File: config.mk
export PLATFORM = sky130hd
export DESIGN_NAME = data_mem_arbiter
export DESIGN_NICKNAME = d
export VERILOG_FILES = /design/src/rtl/data_mem_arbiter.sv
export SDC_FILE = /design/constraint.sdc
export NUM_CORES = 1
export LEC_CHECK = 0
export CORE_AREA = 2 2 117 119
export CTS_BUF_LIST = sky130_fd_sc_hd__clkbuf_4 sky130_fd_sc_hd__clkbuf_8 sky130_fd_sc_hd__clkbuf_16
export DETAILED_ROUTE_END_ITERATION = 12
export DIE_AREA = 0 0 119 121
export DONT_BUFFER_PORTS = 1
export GPL_TIMING_DRIVEN = 0
export HOLD_SLACK_MARGIN = 0.06
export PLACE_DENSITY = 0.82
export RECOVER_POWER = 25
export SYNTH_ARGS = -nofsm -noshare
export SYNTH_HDL_FRONTEND = slang
export SYNTH_SLANG_ARGS = --single-unit
File: constraint.sdc
create_clock -name CLK -period 4.9 [get_ports CLK]
set_input_delay 0.98 -clock CLK [delete_from_list [all_inputs] [get_ports CLK]]
set_output_delay 0.98 -clock CLK [all_outputs]
set_load 0.005 [all_outputs]
File: src/rtl/data_mem_arbiter.sv
`default_nettype none
// ============================================================================
// Module   : data_mem_arbiter
// Brief    : Two-port round-robin arbiter with burst lock in front of the
//            sectioned data memory; 3-stage access/response pipeline.
// Revision : 1.0 - initial release
// ============================================================================
module data_mem_arbiter #(
   parameter int         DATA_W    = 32,
   parameter int         ADDR_W    = 32,
   parameter int         SEL_LO    = 16,
   parameter logic [3:0] SECT_MASK = 4'b0111
) (
   input  logic              CLK,
   input  logic              RST,

   input  logic              m0_req_i,
   input  logic [ADDR_W-1:0] m0_addr_i,
   input  logic [DATA_W-1:0] m0_data_i,
   input  logic              m0_wren_i,
   input  logic              m0_lock_i,
   output logic              m0_ack_o,
   output logic              m0_rvalid_o,
   output logic [DATA_W-1:0] m0_data_o,
   output logic              m0_err_o,

   input  logic              m1_req_i,
   input  logic [ADDR_W-1:0] m1_addr_i,
   input  logic [DATA_W-1:0] m1_data_i,
   input  logic              m1_wren_i,
   input  logic              m1_lock_i,
   output logic              m1_ack_o,
   output logic              m1_rvalid_o,
   output logic [DATA_W-1:0] m1_data_o,
   output logic              m1_err_o,

   output logic [ADDR_W-1:0] mem_address_o,
   output logic [DATA_W-1:0] mem_data_o,
   output logic              mem_wren_o,
   input  logic [DATA_W-1:0] mem_q_i
);

   localparam logic c_PORT0 = 1'b0;
   localparam logic c_PORT1 = 1'b1;

   // arbitration state
   logic r_lock;
   logic r_owner;
   logic r_last;

   // grant and selected request
   logic              w_gnt0;
   logic              w_gnt1;
   logic              w_accept;
   logic              w_owner_req;
   logic [ADDR_W-1:0] w_addr;
   logic [DATA_W-1:0] w_wdata;
   logic              w_wren;
   logic              w_lock;
   logic [1:0]        w_sel;
   logic              w_populated;

   // stage 1 (memory access cycle)
   logic              r_s1_valid;
   logic              r_s1_port;
   logic              r_s1_wren;
   logic              r_s1_err;
   logic [ADDR_W-1:0] r_mem_addr;
   logic [DATA_W-1:0] r_mem_data;
   logic              r_mem_wren;

   // stage 2 (memory data valid)
   logic              r_s2_valid;
   logic              r_s2_port;
   logic              r_s2_wren;
   logic              r_s2_err;
   logic [DATA_W-1:0] w_rdata;

   // stage 3 (response)
   logic              r_m0_rvalid;
   logic              r_m0_err;
   logic [DATA_W-1:0] r_m0_data;
   logic              r_m1_rvalid;
   logic              r_m1_err;
   logic [DATA_W-1:0] r_m1_data;

   // ------------------------------------------------------------------------
   // Arbitration
   // ------------------------------------------------------------------------
   assign w_owner_req = (r_owner == c_PORT1) ? m1_req_i : m0_req_i;

   always_comb begin
      w_gnt0 = 1'b0;
      w_gnt1 = 1'b0;
      if (r_lock && w_owner_req) begin
         w_gnt0 = (r_owner == c_PORT0);
         w_gnt1 = (r_owner == c_PORT1);
      end else if (m0_req_i && m1_req_i) begin
         // tie goes to the port that did not win last
         w_gnt0 = (r_last == c_PORT1);
         w_gnt1 = (r_last == c_PORT0);
      end else begin
         w_gnt0 = m0_req_i;
         w_gnt1 = m1_req_i;
      end
   end

   assign w_accept = w_gnt0 | w_gnt1;
   assign m0_ack_o = w_gnt0;
   assign m1_ack_o = w_gnt1;

   assign w_addr  = w_gnt1 ? m1_addr_i : m0_addr_i;
   assign w_wdata = w_gnt1 ? m1_data_i : m0_data_i;
   assign w_wren  = w_gnt1 ? m1_wren_i : m0_wren_i;
   assign w_lock  = w_gnt1 ? m1_lock_i : m0_lock_i;

   assign w_sel       = w_addr[SEL_LO+1:SEL_LO];
   assign w_populated = SECT_MASK[w_sel];

   // A cycle without an accept implies the owner is not requesting, so the
   // lock is released there; any accept re-arms it from the winner's lock_i.
   always_ff @(posedge CLK or posedge RST) begin
      if (RST) begin
         r_lock  <= 1'b0;
         r_owner <= c_PORT0;
         r_last  <= c_PORT1;
      end else if (w_accept) begin
         r_lock  <= w_lock;
         r_owner <= w_gnt1;
         r_last  <= w_gnt1;
      end else begin
         r_lock  <= 1'b0;
      end
   end

   // ------------------------------------------------------------------------
   // Stage 1: registered access to the memory manager
   // ------------------------------------------------------------------------
   always_ff @(posedge CLK or posedge RST) begin
      if (RST) begin
         r_s1_valid <= 1'b0;
         r_s1_port  <= c_PORT0;
         r_s1_wren  <= 1'b0;
         r_s1_err   <= 1'b0;
         r_mem_addr <= '0;
         r_mem_data <= '0;
         r_mem_wren <= 1'b0;
      end else begin
         r_s1_valid <= w_accept;
         r_mem_wren <= w_accept & w_wren & w_populated;
         if (w_accept) begin
            r_s1_port  <= w_gnt1;
            r_s1_wren  <= w_wren;
            r_s1_err   <= ~w_populated;
            r_mem_addr <= w_addr;
            r_mem_data <= w_wdata;
         end
      end
   end

   assign mem_address_o = r_mem_addr;
   assign mem_data_o    = r_mem_data;
   assign mem_wren_o    = r_mem_wren;

   // ------------------------------------------------------------------------
   // Stage 2: memory read data arrives this cycle
   // ------------------------------------------------------------------------
   always_ff @(posedge CLK or posedge RST) begin
      if (RST) begin
         r_s2_valid <= 1'b0;
         r_s2_port  <= c_PORT0;
         r_s2_wren  <= 1'b0;
         r_s2_err   <= 1'b0;
      end else begin
         r_s2_valid <= r_s1_valid;
         r_s2_port  <= r_s1_port;
         r_s2_wren  <= r_s1_wren;
         r_s2_err   <= r_s1_err;
      end
   end

   assign w_rdata = r_s2_err ? '0 : mem_q_i;

   // ------------------------------------------------------------------------
   // Stage 3: response routed by the carried port id
   // ------------------------------------------------------------------------
   always_ff @(posedge CLK or posedge RST) begin
      if (RST) begin
         r_m0_rvalid <= 1'b0;
         r_m0_err    <= 1'b0;
         r_m0_data   <= '0;
         r_m1_rvalid <= 1'b0;
         r_m1_err    <= 1'b0;
         r_m1_data   <= '0;
      end else begin
         r_m0_rvalid <= r_s2_valid & (r_s2_port == c_PORT0);
         r_m1_rvalid <= r_s2_valid & (r_s2_port == c_PORT1);
         r_m0_err    <= r_s2_valid & (r_s2_port == c_PORT0) & r_s2_err;
         r_m1_err    <= r_s2_valid & (r_s2_port == c_PORT1) & r_s2_err;
         // write responses leave the read data register untouched
         if (r_s2_valid && !r_s2_wren) begin
            if (r_s2_port == c_PORT1) begin
               r_m1_data <= w_rdata;
            end else begin
               r_m0_data <= w_rdata;
            end
         end
      end
   end

   assign m0_rvalid_o = r_m0_rvalid;
   assign m0_err_o    = r_m0_err;
   assign m0_data_o   = r_m0_data;
   assign m1_rvalid_o = r_m1_rvalid;
   assign m1_err_o    = r_m1_err;
   assign m1_data_o   = r_m1_data;

endmodule
`default_nettype wire

Yosys cells after proc, flatten, opt, wreduce, memory -nomap -nowiden

Index checks and enable logic that the tools add are counted.

$add $sub $neg: 0
Multiply operators: 0
Div/mod/pow operators: 0
Order comparisons: 1
Equal/unequal tests: 0
Shifts and indexed selects: 0
Mux-type cells: 13
Bitwise gates (word level): 11
Reductions and logical operators: 6

Operators by type and width:

| cell               | count |
|---|---|
| $mux 32            | 3 |
| $mux 1             | 9 |
| $and 1x1->1        | 6 |
| $not 1->1          | 4 |
| $reduce_and 2->1   | 2 |
| $logic_and 1x1->1  | 3 |
| $lt 2x3->1 const B | 1 |
| $bmux 1 s2         | 1 |
| $logic_not 1->1    | 1 |
| $or 1x1->1         | 1 |

Bits in registers: 143
Latch bits: 0
Memory bits (writable): 0
Memory bits (read-only): 0
Input port bits: 168
Output and inout bits: 135
Logic and storage cells: 50
Memories: 0

Depth between registers and ports, before layout

Gate-level depths: netlist (run 1).

Depth in word-level cells: 7
Depth in mapped cells: 6
Mapped depth without buffers: 3

Worst setup path after synthesis (run 1)

Ideal clock, no wire load.

Path type: input port to output port
Start point: input m0_req_i
End point: output m1_ack_o
Arrival: 1.630 ns
Required time: 3.920 ns
Slack: 2.290 ns
Cell stages on the path: 5
Path buffers: 2
Cell sequence: buf_2 inv_2 buf_2 a21oi_1 nor2_1

Cells in the longest elaborated chain, start to end: 3
Elaborated cells between the ends (all ways): 5
Classes of those cells: mux (3); reduce/logical (2)

RTL lines:

| element                                     | RTL line | source |
|---|---|---|
| start, declared                             | 17       | `input logic m0_req_i,` |
| $logic_and 1x1->1 or $mux 1 (tied branches) | 98, 90   |  |
| $mux 1 or $logic_and 1x1->1 (tied branches) | 98, 95   |  |
| $mux 1 *                                    | 95       | `if (r_lock && w_owner_req) begin` |
| end, declared                               | 32       | `output logic m1_ack_o,` |

Mark *: on every way between the ends. The rest lies on a longest branch, timed or not.

Final worst setup path (run 1)

Same ends and word-level chain as after synthesis.

==> results of run 1 <==
## synth_stat cells
library cell and n:
nand2_1 68, dfrtp_1 142, a32o_1 1, nor2_1 3
a311o_1 1, o311ai_0 1, dfstp_2 1, buf_2 20
nand3b_1 1, a21o_1 1, a211oi_1 131, nand2b_1 35
clkbuf_1 48, a21oi_1 3, a31oi_1 1, o21ai_0 33
buf_1 4, buf_6 4, inv_1 67, and3_1 3
inv_2 1, or3b_1 1, o21ai_1 31, and2_1 34
a311oi_1 66, nor2b_1 34, or4b_2 1
## worst paths after layout
path / from / end / slack (ps) / cells past startpoint
hold reg to reg: r_s1_valid / r_s2_valid / 370 / 0
hold / removal: r_s1_valid / r_s2_valid / 370 / 0
min in group asynchronous: RST / m1_data_o[8] / 1360 / 1
setup / recovery: m0_req_i / m1_ack_o / 1920 / 5
max in group asynchronous: RST / m0_data_o[29] / 2150 / 1
setup reg to reg: r_last / mem_data_o[1] / 3100 / 5
## final cells by class
cell class	instances	share of cell area, %
Buffer	76	4.297
Timing Repair Buffer	1	0.3476
Clock inverter	15	2.212
Multi-Input combinational cell	449	36.56
Sequential cell	143	45.20
Inverter	68	3.239
Tap cell	176	2.780
Clock buffer	17	5.371
## worst max-delay path: stages
cell	delay (ps)
buf_2	250
inv_2	90
buf_2	210
a21oi_1	330
nor2_1	130
## flip-flops by register name (all words and copies together) (netlist names), 32 cells and up
name / cells
mem_data_o: 32
m1_data_o: 32
m0_data_o: 32
mem_address_o: 32
## stage by stage
| step | hold WS [ps] | TNS [ps] | instance area, um^2 | utilization (%) |
|---|---|---|---|---|
| final | 369.6 | 0 | 7920 | 60.53 |
| after global routing | 382.1 | 0 | 7920 | 60.53 |
| after CTS | 371.6 | 0 | 7924 | 60.56 |
| after detailed placement | 357.7 | 0 | 7323 | 55.97 |
| after global placement | 344.2 | -174770 | 7291 | 55.72 |
| after floorplan | 331.2 | 0 | 7071 | - |
## power by group through the flow
stage / sequential (mW) / clock (mW) / combinational [mW]
2_1_floorplan: 1.62 / 0 / 0.443
3_3_place_gp: 1.69 / 0 / 0.539
3_5_place_dp: 1.70 / 0 / 0.582
4_1_cts: 1.68 / 1.33 / 0.584
5_1_grt: 1.71 / 1.39 / 0.660
6_report: 1.68 / 1.32 / 0.586
## layer usage
layer	vias up	track usage (%)	part of all wire [%]
li1	2707	-	-
met1	3014	34.97	36
met3	75	9.539	11
met2	446	49.93	49
met4	0	15.10	3.8
met5	-	0	0
## kinds of logic (layout without fill, tap and decap cells)
kind of cell	after synthesis	count (layout)	synth area share [%]
compound gates	269	269	27.43
buf+inv	144	177	8.423
flops	143	143	50.63
simple gates	180	180	13.52
==> flow_metrics.env, run 1 <==
export IMPL_worst_pin_slew_ps=3127
export IMPL_final_common_cell="dfrtp_1"
export IMPL_criticalPathCategory="input pin to output pin"
export IMPL_synth_top_cells_by_area="dfrtp_1, a211oi_1, a311oi_1"
export IMPL_core_area_um2=13090
export IMPL_ir_drop_mv=0.1908
export IMPL_skew_ps=10.69
export IMPL_maxSlewHeadroom_pct=-109.6
export IMPL_cts_setup_buffers=0
export IMPL_p_sw_share_pct=32.18
export IMPL_multiInputGateArea_um2=2895
export IMPL_syn_avg_cell_area_um2=9.607
export IMPL_p_seq_share_pct=46.9
export IMPL_rows=42
export IMPL_grtUsageTotal_pct=29.98
export IMPL_p_int_mw=2.434
export IMPL_dieWidth_um=119
export IMPL_via_per_inst=6.605
export IMPL_hpwl_mm=16.11
export IMPL_final_layout_size_suffix_gt1_share_pct=7.932
export IMPL_synth_area_um2=7071
export IMPL_gr_total_overflow=0
export IMPL_remaining_drc_errors=0
export IMPL_hold_class="register to register"
export IMPL_wire_per_inst_um=23.03
export IMPL_grt_max_degree=73
export IMPL_syn_num_nets=904
export IMPL_dieHeight_um=121
export IMPL_violations="max-capacitance violations, max-slew violations"
export IMPL_numPortBuffers=0
export IMPL_cap_violations=1
export IMPL_place_inst=913
export IMPL_worst_setup_path_end_kind="output pin"
export IMPL_p_comb_share_pct=16.3
export IMPL_fin_cells=945
export IMPL_root_buffer="clkbuf_16"
export IMPL_drt_iter0_drc=506
export IMPL_arrival_ps=2000
export IMPL_grt_pass1_vias=6435
export IMPL_fin_nets=924
export IMPL_syn_to_final_growth_pct=12.02
export IMPL_clk_insertion_delay_late_ps=410
export IMPL_required_ps=3920
export IMPL_clockBufferDepth=2
export IMPL_gp_congestion=0.8676
export IMPL_status="finished with violations"
export IMPL_p_switching_mw=1.155
export IMPL_postSynthCellCount=736
export IMPL_start_kind="input pin"
export IMPL_fin_crit_ps=2975
export IMPL_ys_ff_latch=143
export IMPL_p_leak_nw=3.287
export IMPL_yosysTopAreaCellShare_pct=50.26
export IMPL_yosysWarnings=0
export IMPL_grt_first_pass_wirelength_mm=34.01
export IMPL_cts_tree="done"
export IMPL_setup_viol=0
export IMPL_cts_hold_fix_buffers=0
export IMPL_finalHoldViolCount=0
export IMPL_antenna_found_initial=0
export IMPL_total_power_mw=3.589
export IMPL_start_util_pct=54.04
export IMPL_slew_violations=72
export IMPL_mostFrequentLayoutCells="dfrtp_1, a211oi_1, nand2_1, inv_1, a311oi_1"
export IMPL_setup_slack_ps=1925
export IMPL_fmax_ghz=0.3361
export IMPL_synth_cell_types=27
export IMPL_h_tree_depth=4
export IMPL_vias=6242
export IMPL_drt_pass1_iterations=5
export IMPL_pin_count=303
export IMPL_dp_slack_ps=1947
export IMPL_numClockSinks=143
export IMPL_cts_resized=0
export IMPL_clkPwrFrac_pct=36.8
export IMPL_fill_cells=1065
export IMPL_power_density_nw_per_um2=453.1
export IMPL_cts_buffers=17
export IMPL_path_max_fanout=10
export IMPL_die_area_um2=14400
export IMPL_path_clk_slew_ps=60
export IMPL_ant_nets=0
export IMPL_rsz0062_at_grt="false"
export IMPL_regArea_um2=3580
export IMPL_synth_top_area_cell="dfrtp_1"
export IMPL_yosysSeqAreaShare_pct=50.63
export IMPL_totalWireLength_mm=21.77
export IMPL_n_antenna_cell=0
export IMPL_period_share_pct=60.72
No activity file was read; power rests on OpenSTA's default activity.
==> run 2: changes to the inputs <==
==> constraint.sdc (replaced) <==
create_clock -name CLK -period 2.6 [get_ports CLK]
set_input_delay 0.52 -clock CLK [delete_from_list [all_inputs] [get_ports CLK]]
set_output_delay 0.52 -clock CLK [all_outputs]
set_load 0.005 [all_outputs]
==> flow_metrics.env, run 2 (same netlist as run 1, synthesis figures left out) <==
export IMPL_status="finished with violations"
export IMPL_violations="max-capacitance violations, max-slew violations"
export IMPL_vias=6206
export IMPL_ant_nets=0
export IMPL_finalHoldViolCount=0
export IMPL_fmax_ghz=0.4427
export IMPL_wire_per_inst_um=22.94
export IMPL_grt_pass1_vias=6401
export IMPL_worst_setup_path_end_kind="output pin"
export IMPL_gr_total_overflow=0
export IMPL_cts_setup_buffers=0
export IMPL_criticalPathCategory="register to output pin"
export IMPL_slew_violations=37
export IMPL_numClockSinks=143
export IMPL_die_area_um2=14400
export IMPL_totalWireLength_mm=21.72
export IMPL_cpPeakStageDelay_ps=540
export IMPL_final_common_cell="dfrtp_1"
export IMPL_crit_family="flip-flops"
export IMPL_start_kind="register"
export IMPL_hpwl_mm=16.31
export IMPL_cts_tree="done"
export IMPL_setup_viol=0
export IMPL_arrival_ps=1740
export IMPL_via_per_inst=6.553
export IMPL_gp_congestion=0.8853
export IMPL_setup_slack_ps=341.1
export IMPL_remaining_drc_errors=0
export IMPL_hold_class="input pin to register"
export IMPL_cp_slowest_cell="dfstp_2"
export IMPL_dieWidth_um=119
export IMPL_path_cells="nand2b_1, buf_2, buf_2, a31oi_1"
export IMPL_crit_top_cell="buf_2"
export IMPL_fin_crit_ps=2259
export IMPL_ir_drop_mv=0.3592
export IMPL_numPortBuffers=0
export IMPL_cts_buffers=17
export IMPL_drt_pass1_iterations=5
export IMPL_grt_max_degree=39
export IMPL_start_util_pct=54.04
export IMPL_h_tree_depth=4
export IMPL_dieHeight_um=121
export IMPL_root_buffer="clkbuf_16"
export IMPL_skew_ps=8.129
export IMPL_cap_violations=1
export IMPL_dp_slack_ps=637.2
export IMPL_drt_iter0_drc=384
export IMPL_n_antenna_cell=0
export IMPL_pin_count=303
export IMPL_cts_hold_fix_buffers=0
export IMPL_core_area_um2=13090
export IMPL_grt_first_pass_wirelength_mm=34.15
export IMPL_rows=42
export IMPL_cts_resized=0
export IMPL_design_area_um2=7944
export IMPL_period_share_pct=86.88
export IMPL_maxSlewHeadroom_pct=-5.676
export IMPL_path_clk_slew_ps=70
export IMPL_antenna_found_initial=0
export IMPL_clk_insertion_delay_late_ps=420
export IMPL_mostFrequentLayoutCells="dfrtp_1, a211oi_1, nand2_1, inv_1, a311oi_1"
export IMPL_regToRegSetupSlack_ps=870
export IMPL_required_ps=2080
export IMPL_fill_cells=1057
export IMPL_syn_to_final_growth_pct=12.35
export IMPL_p_leak_nw=3.298
export IMPL_rsz0062_at_grt="false"
export IMPL_worst_pin_slew_ps=1576
export IMPL_placed_area_um2=7355
export IMPL_final_core_util_pct=60.71
export IMPL_path_max_fanout=10
export IMPL_fin_setup_tns_ps=0
export IMPL_clockBufferDepth=2
export IMPL_fin_nets=926
export IMPL_power_density_nw_per_um2=854.3
export IMPL_path_buf_inv=2
export IMPL_grtUsageTotal_pct=29.99
export IMPL_final_layout_size_suffix_gt1_share_pct=8.171
## run 2: changes by cell type in the layout (fill, tap and decap cells not counted), sizes merged
cell / delta
buf: +1
clkinv: -1
inv: -2
clkbuf: +3
clkinvlp: +1
## run 2: layout make-up
cell class / instances / area, um^2 / share of cell area (%)
Clock inverter: 13 / 153.9 / 1.937
Timing Repair Buffer: 3 / 45.04 / 0.5670
Buffer: 76 / 340.3 / 4.284
Multi-Input combinational cell: 449 / 2895 / 36.45
Clock buffer: 19 / 452.9 / 5.702
Tap cell: 176 / 220.2 / 2.772
Inverter: 68 / 256.5 / 3.229
Sequential cell: 143 / 3580 / 45.06
## run 2: path summary, 6_finish.rpt
check / depth (start not counted) / start / to
max in group asynchronous: 2 / RST / m1_data_o[7]
worst min-delay path: 2 / m1_addr_i[11] / mem_address_o[11]
worst min register to register: 0 / r_s1_valid / r_s2_valid
min in group asynchronous: 1 / RST / m1_data_o[31]
worst max register to register: 5 / r_last / mem_data_o[7]
worst max-delay path: 4 / r_last / m0_ack_o
## run 2: where the power goes
part	total [mW]	switching, mW	internal (mW)
Sequential	3.17	0.443	2.73
Combinational	1.11	0.694	0.417
Clock	2.51	1.02	1.49
## run 2: through the flow
step | power [mW] | hold WS [ps] | std cells
CTS | 6.803 | 121.0 | 947
detailed placement | 4.308 | 363.8 | 915
global route | 7.099 | 241.9 | 947
floorplan | 3.878 | 331.2 | 736
global placement | 4.197 | 343.5 | 912
finish | 6.787 | 245.2 | 947
## run 2: per-layer routing
layer  GRT usage, %  share of wire [%]  vias up
met4          11.46                3.4        0
li1               -                  -     2695
met1          33.69                 36     3047
met3          10.53                 10       75
met2          52.44                 50      389
met5              0                  0        -
==> edit, RTL diff (settings of run 2) <==
Set the parameter `DATA_W` to 28 (it was 32).
--- a/src/rtl/data_mem_arbiter.sv
+++ b/src/rtl/data_mem_arbiter.sv
@@ -7,5 +7,5 @@
 // ============================================================================
 module data_mem_arbiter #(
-   parameter int         DATA_W    = 32,
+   parameter int         DATA_W    = 28,
    parameter int         ADDR_W    = 32,
    parameter int         SEL_LO    = 16,
Interface: changed (6 resized); port bits go from 303 to 279. The function was not compared with the original's and may differ.
==> edit against run 2 <==
- routed wire length shrank 4.1%
- sequential cell count shrank 12
- worst setup slack gained 0.093 ns
- via count shrank 7.5%
- fmax grew 4.3%
- design area shrank 5.8%
- area after synthesis shrank 7.2%
- total power shrank 2.8%
- largest cell class unchanged
- worst hold slack gained 0.012 ns
- critical path type is now in2async
==> edit: results (changes against run 2) <==
most instantiated cells after synthesis dfrtp_1, a211oi_1, inv_1 (was dfrtp_1, a211oi_1, nand2_1); max FFs per register 32; dpl hpwl 15300 um (was 16300 um); Reg-to-Reg Start r_s2_port (was r_last); largest net degree at the start of global routing 46 (was 39); Net Count, Synth 834 (was 904); wire per inst 23.4 um (was 22.9 um); Crit path arrival time 2.55 ns (was 1.74 ns); cell taking the most area after synthesis dfrtp_1 (unchanged); sequential fraction of the synthesis area 50.0% (was 50.6%); post-CTS sizing 0 (unchanged); htree depth 4 (unchanged); worst hold path type in2reg (unchanged); slowest stage delay, CP 0.88 ns (was 0.54 ns); clock slew at reported path FFs 0.06 ns; met2 Track Usage GR 49.9% (was 52.4%); gpl congestion 0.852 (was 0.885); PortBufs 0 (unchanged); via count 5739 (was 6206); Post CTS Setup Buffer Count 0 (unchanged); busiest layer in global routing met2 (unchanged); CP max FO 37 (was 10); total leakage power 3.13 nW (was 3.30 nW); Slowest cell on crit path clkbuf_2 (was dfstp_2); cts bufs inserted 17 (unchanged); CP startpoint RST (was r_last); clk_lat worst skew 0.41 ns; met3 GRT Util 9.21% (was 10.5%); # fillers 1096 (was 1057); met1 Track Usage GR 32.6% (was 33.7%); Nets 857 (was 926); root buffer cell clkbuf_16 (unchanged); vias in the first global route 5881 (was 6401); distinct cell type count after synthesis 28 (was 27); placement-stage cell area 6850 um^2 (was 7350 um^2); share of cells above drive strength 1 10.5% (was 8.17%); DP Worst Slack 0.746 ns (was 0.637 ns); antenna violations before repair 0 (unchanged); first-pass GRT wire length 31900 um (was 34100 um); clk buf depth 2 (unchanged); Post-synth ARST share 100% (unchanged); top post-synthesis cells by area dfrtp_1, a211oi_1, a311oi_1 (unchanged); 1st-pass router iterations 5 (unchanged); Post-Place Cells 857 (was 915); Hold Startpoint m1_addr_i[3] (was m1_addr_i[11]); GRT Overall Usage 28.5% (was 30.0%); VDD IR max 0.438 mV (was 0.359 mV); cells after synthesis 678 (was 736); n_diodes 0 (unchanged); status complete, no violations (was finished, violations left); Setup crit start kind input port (was flip-flop); initial drt markers 370 (was 384); Max Cap Viol 0 (was 1); Routed WL 20800 um (was 21700 um); max_slew headroom 33.0% (was -5.68%); Final Core Density 57.2% (was 60.7%); clk_skew 0.00795 ns (was 0.00813 ns)
==> edit: changes by cell type after synthesis, sizes merged <==
cell    before  now
a211oi     131  123
nand2b      35   31
a311oi      66   62
buf         28   35
inv         68   64
nor2b       34   30
dfrtp      142  130
nand2       68   60
clkbuf      48   35
o21ai       64   56
==> edit: path summary, 6_finish.rpt <==
path	endpoint	slack, ns	cells past startpoint
setup / recovery	mem_address_o[13]	0.43	3
hold / removal	mem_address_o[3]	0.26	2
setup reg to reg	m1_data_o[17]	0.96	5
hold reg to reg	r_s2_valid	0.38	0
max in group CLK	m0_ack_o	0.49	3
min in group asynchronous	mem_data_o[4]	0.72	2
==> edit: critical path: cells and delay by family <==
family                 cells  cell delay (ns)
buffers and inverters      3             1.99
==> edit: kinds of logic (layout without fill, tap and decap cells) <==
kind of cell	count (synthesis)	after routing	share of synthesized area, %
DFF	131	131	50.0
and+or+nand+nor	164	164	13.3
AOI/OAI and AO/OA	249	249	27.5
buffers and inverters	134	170	9.19
==> edit: cell type report <==
type	count	share of cell area, %
flip-flops and latches	131	43.8
multi-input cells	413	35.8
clock buffers	18	5.79
plain buffers	70	4.83
inverters	64	3.23
clock inverters	14	3.03
well taps	176	2.94
repair buffers	4	0.535
==> edit: power by group <==
part | switching [mW] | internal (mW)
Combinational | 0.648 | 0.392
Sequential | 0.390 | 2.49
Clock | 0.945 | 1.73
Total | 1.98 | 4.61
==> edit: layer usage <==
| layer | vias to the layer above | wire (um) |
|---|---|---|
| met5 | - | 0 |
| met4 | 0 | 486 |
| li1 | 2504 | - |
| met3 | 45 | 2080 |
| met1 | 2803 | 7760 |
| met2 | 387 | 10500 |
==> edit: timing repair <==
action / in CTS / in global routing
endpoints found under the hold margin: 18 / 0
hold buffers: 1 / 0
setup endpoints to repair: 0 / 0
